`src/rtl/booth_r8_ctrl.sv`:
```
// Radix-8 Booth sequencer: Load, per iteration Eval/[Add|Addc]/Shift, then Done; outputs registered (Moore).
// Latency 2..3 cycles per iteration plus Load and Done; no backpressure, Start is sampled only in IDLE.
module booth_r8_ctrl #(
    parameter int N    = 8,
    parameter int ITER = (N + 3) / 3
) (
    input  logic       clk,
    input  logic       rst_n,
    input  logic       start_i,
    input  logic [3:0] win_i,
    output logic [2:0] si_o,
    output logic [2:0] mult_o,
    output logic       busy_o,
    output logic       done_o
);

    localparam int CW = (ITER > 1) ? $clog2(ITER) : 1;

    localparam logic [2:0] OP_NOP   = 3'b000;
    localparam logic [2:0] OP_ADD   = 3'b001;
    localparam logic [2:0] OP_ADDC  = 3'b010;
    localparam logic [2:0] OP_LOAD  = 3'b011;
    localparam logic [2:0] OP_SHIFT = 3'b100;

    typedef enum logic [2:0] {
        S_IDLE,
        S_LOAD,
        S_EVAL,
        S_ADD,
        S_SHIFT,
        S_DONE
    } state_t;

    state_t        state_q, state_d;
    logic [CW-1:0] cnt_q, cnt_d;
    logic [2:0]    si_q, si_d;
    logic [2:0]    mult_q, mult_d;
    logic          busy_q, busy_d;
    logic          done_q, done_d;

    // d = pos - 4*b3 with pos = 2*b2 + b1 + b0 in 0..4; b3 set and pos==4 folds to zero.
    logic [2:0] dig_pos;
    logic [2:0] dig_mag;
    logic       dig_neg;

    always_comb begin
        dig_pos = {1'b0, win_i[2], 1'b0} + {2'b00, win_i[1]} + {2'b00, win_i[0]};
        dig_neg = win_i[3] && (dig_pos != 3'd4);
        dig_mag = win_i[3] ? (3'd4 - dig_pos) : dig_pos;
    end

    always_comb begin
        state_d = state_q;
        cnt_d   = cnt_q;
        si_d    = OP_NOP;
        mult_d  = 3'd0;
        done_d  = 1'b0;
        case (state_q)
            S_IDLE: begin
                cnt_d = '0;
                if (start_i) begin
                    state_d = S_LOAD;
                    si_d    = OP_LOAD;
                end
            end
            S_LOAD: begin
                cnt_d   = '0;
                state_d = S_EVAL;
            end
            S_EVAL: begin
                if (dig_mag != 3'd0) begin
                    state_d = S_ADD;
                    si_d    = dig_neg ? OP_ADDC : OP_ADD;
                    mult_d  = dig_mag;
                end else begin
                    state_d = S_SHIFT;
                    si_d    = OP_SHIFT;
                end
            end
            S_ADD: begin
                state_d = S_SHIFT;
                si_d    = OP_SHIFT;
            end
            S_SHIFT: begin
                cnt_d = cnt_q + CW'(1);
                if (cnt_q < CW'(ITER - 1)) begin
                    state_d = S_EVAL;
                end else begin
                    state_d = S_DONE;
                    done_d  = 1'b1;
                end
            end
            S_DONE: begin
                cnt_d   = '0;
                state_d = S_IDLE;
            end
            default: begin
                cnt_d   = '0;
                state_d = S_IDLE;
            end
        endcase
        busy_d = (state_d != S_IDLE);
    end

    always_ff @(posedge clk or negedge rst_n) begin
        if (!rst_n) begin
            state_q <= S_IDLE;
            cnt_q   <= '0;
            si_q    <= OP_NOP;
            mult_q  <= 3'd0;
            busy_q  <= 1'b0;
            done_q  <= 1'b0;
        end else begin
            state_q <= state_d;
            cnt_q   <= cnt_d;
            si_q    <= si_d;
            mult_q  <= mult_d;
            busy_q  <= busy_d;
            done_q  <= done_d;
        end
    end

    assign si_o   = si_q;
    assign mult_o = mult_q;
    assign busy_o = busy_q;
    assign done_o = done_q;

endmodule

```
`config.mk`:
```
export PLATFORM = sky130hd
export DESIGN_NAME = booth_r8_ctrl
export DESIGN_NICKNAME = d
export VERILOG_FILES = /design/src/rtl/booth_r8_ctrl.sv
export SDC_FILE = /design/constraint.sdc
export NUM_CORES = 1
export LEC_CHECK = 0
export CAP_MARGIN = 20
export CORE_AREA = 2 2 39 41
export CTS_CLUSTER_DIAMETER = 50
export DETAILED_ROUTE_END_ITERATION = 7
export DIE_AREA = 0 0 41 43
export PLACE_DENSITY = 0.75
export SYNTH_ARGS = -nofsm -noshare
export SYNTH_HDL_FRONTEND = slang
export SYNTH_SLANG_ARGS = --single-unit
```
`constraint.sdc`:
```
create_clock -name clk -period 1.8 [get_ports clk]
set_input_delay 0.18 -clock clk [delete_from_list [all_inputs] [get_ports clk]]
set_output_delay 0.18 -clock clk [all_outputs]
set_load 0.01 [all_outputs]
```
==> impl_summary.log <==
INFO  metric cp_data_arrival_time = 1.84 ns
INFO  metric worst-setup-path-type = in2reg
INFO  metric viasPerCell = 5.209
INFO  metric pre_cts_slack = -0.4668 ns
INFO  metric maximum_number_of_pins_on_one_net_before_global_route_repair = 14
INFO  metric cp.required = 1.94 ns
INFO  metric worst_slew_pin_slew = 0.5625 ns
INFO  metric timing.setup.tns = 0 ns
INFO  metric global_route_wire_length_before_repair = 1.897 mm
INFO  metric clock-root-buffer = clkbuf_4
INFO  metric route.detailed.wl_per_inst = 11.67 µm
INFO  metric synth_enable_flop_cells = 0
INFO  metric start_util = 0.4602
INFO  metric routed_wire_length = 1.062 mm
INFO  metric layout.core_utilization = 0.6329
INFO  metric start_kind = input pin
INFO  metric drt.antenna.violating_nets = 0
INFO  metric drt_iter0_drc = 4
INFO  metric power.switching = 0.0003506 W
INFO  metric synth_top_area_frac = 0.5108
INFO  metric overflow = 0
INFO  metric post_synth_num_cell_types = 26
INFO  metric half_perimeter_wire_length_of_the_detailed_placement_result = 877.3 µm
INFO  metric cts_made_buffers = 3
INFO  metric report.final.slew_viol_count = 0
INFO  metric final.period_utilization = 0.9457
INFO  metric synth.net_count = 65
INFO  metric vias_in_the_first_global_route = 479
INFO  metric synthArstFlopShare = 1.000
INFO  metric post_route_cells_drive_above_1_share = 0.2400
INFO  metric power.total = 0.001062 W
INFO  metric synth-main-ff-cell = dfrtp_1
INFO  metric stdcell_area = 875.8 µm²
INFO  metric synth_top_cells_by_area = dfrtp_1 (51%), ha_1 (7.9%), mux2i_1 (4.7%)
INFO  metric final_count_of_hold_timing_violations = 0
INFO  metric drt-pass1-iter-count = 4
INFO  metric row_count = 14
INFO  metric yosys_synthesis_warning_count = 0
INFO  metric design.die.area = 1763 µm²
INFO  metric netlist.top_cell.by_area = dfrtp_1
INFO  metric power_per_cell_area = 1213 nW/µm²
INFO  metric final_net_count = 87
INFO  metric detailed_place.area = 829.5 µm²
INFO  metric ys_ff_latch = 13
INFO  metric cts_setup_buffers = 0
INFO  metric regToRegSetupSlack = 0.52 ns
INFO  metric sequential_group_share_of_total_power = 0.428
INFO  metric p_leak = 0.4191 nW
INFO  metric route.vias.total = 474
INFO  metric worst_clock_skew = 0.002874 ns
INFO  metric drt_drc_violations_left = 0
INFO  metric max_cap_viol_count = 0
INFO  metric core-area = 1384 µm²
INFO  metric r2r_cells = 3
INFO  metric place.port_buffers = 14
INFO  metric r2r-end = si_o[0]$_DFF_PN0_
INFO  metric grt_antenna_before_repair = 0
INFO  metric postSynthCellCount = 54
INFO  metric status = finished, final reports clean
INFO  metric synthesis.area = 636.9 µm²
INFO  metric cts_tree = built
INFO  metric clock_power_share = 0.158
INFO  metric sw_frac_of_total = 0.3300
INFO  metric cts-htree-levels = 1
INFO  metric grt_setup_unrepaired = false
INFO  metric timing.max_slew.rel_slack = 0.6239
INFO  metric clock_buffer_depth = 2
INFO  metric die_height = 43 µm
INFO  metric floorplan.die.width = 41 µm
INFO  metric clock-sinks = 13
INFO  metric antennaDiodeCount = 0
INFO  metric layout.cells.most_common_list = dfrtp_1 (13), clkdlybuf4s50_1 (11), nor2_1 (6), buf_4 (4)
INFO  metric worst-path-max-fanout = 3
INFO  metric gp_congestion = 0.7737
INFO  metric ir_worst_vdd = 0.0005465 V
INFO  metric critical_path.endpoint_type = register
INFO  metric track_usage = 0.1621
INFO  metric ys_seq_area_frac = 0.5108
INFO  metric worstReg2RegStart = state_q[2]$_DFF_PN0_
INFO  metric fmaxAchievable = 587.5 MHz
INFO  metric synthesized_area_divided_by_synthesized_cell_count = 11.79 µm²
INFO  metric min_path_type = in2async
INFO  metric cts.reportedPaths.clkPinSlew = 0.07 ns
INFO  metric setup_violations = 0
INFO  metric power.combinational.fraction = 0.415
INFO  metric boundaryPins = 15
INFO  metric cts_hold_buf = 0
INFO  metric layout-area-overhead-vs-synth = 37.52%
INFO  metric final_common_cell = dfrtp_1
INFO  metric clock_latency_on_the_worst_skew_pair = 0.26 ns
INFO  metric final_critical_path_setup_slack = 0.09782 ns
INFO  metric p_int = 0.0007117 W
INFO  metric finalCriticalPeriod = 1.702 ns
==> metal layers <==
layer	track usage	up-vias	wire length [µm]
met4	0.1000	0	14
met5	0	-	0
li1	-	232	-
met1	0.2000	230	458
met3	0.03141	2	39
met2	0.2469	10	549
==> cells in the mapped netlist (2+ instances only) <==
cell type / number
dfrtp_1: 13
nor2_1: 6
ha_1: 4
mux2i_1: 3
and2_1: 2
inv_1: 2
nand2_1: 2
nor2b_2: 2
o21ai_1: 2
xor2_1: 2
==> state kept, by name, indices dropped and copies added (netlist names) <==
| register | cells |
|---|---|
| busy_o | 1 |
| cnt_q | 2 |
| done_o | 1 |
| mult_o | 3 |
| si_o | 3 |
| state_q | 3 |
==> repair_timing <==
action | 4_1_cts | 5_1_grt
gates cloned | 0 | 0
endpoints found under the setup margin | 6 | 6
hold endpoints to repair | 0 | 0
pin swaps | 2 | 6
gates resized for setup | 5 | 5
==> cells by family after synthesis <==
family | Yosys count | synth area share
muxes | 4 | 0.06483
DFF | 13 | 0.5108
xor gates and xnor gates | 3 | 0.04126
buffers and inverters | 3 | 0.01964
and+or+nand+nor | 17 | 0.1592
AOI/OAI and AO/OA | 10 | 0.1258
adders and majority gates | 4 | 0.07859
==> how the worst max path moves through the flow <==
stage | start | to | slack [ns]
final | win_i[1] | state_q[0]$_DFF_PN0_ | 0.1
after global routing | win_i[1] | state_q[0]$_DFF_PN0_ | 0.02
after CTS | win_i[2] | state_q[0]$_DFF_PN0_ | 0.009
after detailed placement | win_i[0] | state_q[0]$_DFF_PN0_ | -0.47
after global placement | win_i[0] | state_q[0]$_DFF_PN0_ | -0.40
after floorplan | win_i[0] | state_q[0]$_DFF_PN0_ | 0.009
==> critical path, stage by stage <==
cell,delay [ns]
clkdlybuf4s15_1,0.18
ha_2,0.19
xor2_2,0.16
nor2_1,0.07
ha_1,0.30
or4b_4,0.56
o21ai_4,0.10
o32ai_2,0.09
==> layout make-up <==
type,count,area (µm²)
inverter,2,7.507
sequential,13,325.3
multi-input combinational,38,329.1
clock buffer,4,26.28
timing repair buffer,18,167.7
tap,16,20.02
fill,119,508.0
==> power by group through the flow <==
| stage | registers (W) | clock network (W) | logic (W) |
|---|---|---|---|
| after detailed placement | 0.000460 | 0 | 0.000422 |
| final | 0.000454 | 0.000167 | 0.000440 |
| after global routing | 0.000468 | 0.000192 | 0.000482 |
| after global placement | 0.000455 | 0 | 0.000413 |
| after floorplan | 0.000462 | 0 | 0.000238 |
| after CTS | 0.000456 | 0.000174 | 0.000436 |
==> per-stage QoR <==
stage          instances  hold slack (ns)
5_1_grt               91           0.3261
6_report              91           0.2769
3_5_place_dp          87           0.5478
3_3_place_gp          87           0.5321
2_1_floorplan         54          -0.1156
4_1_cts               91           0.2884
No activity file was read; power rests on OpenSTA's default activity.
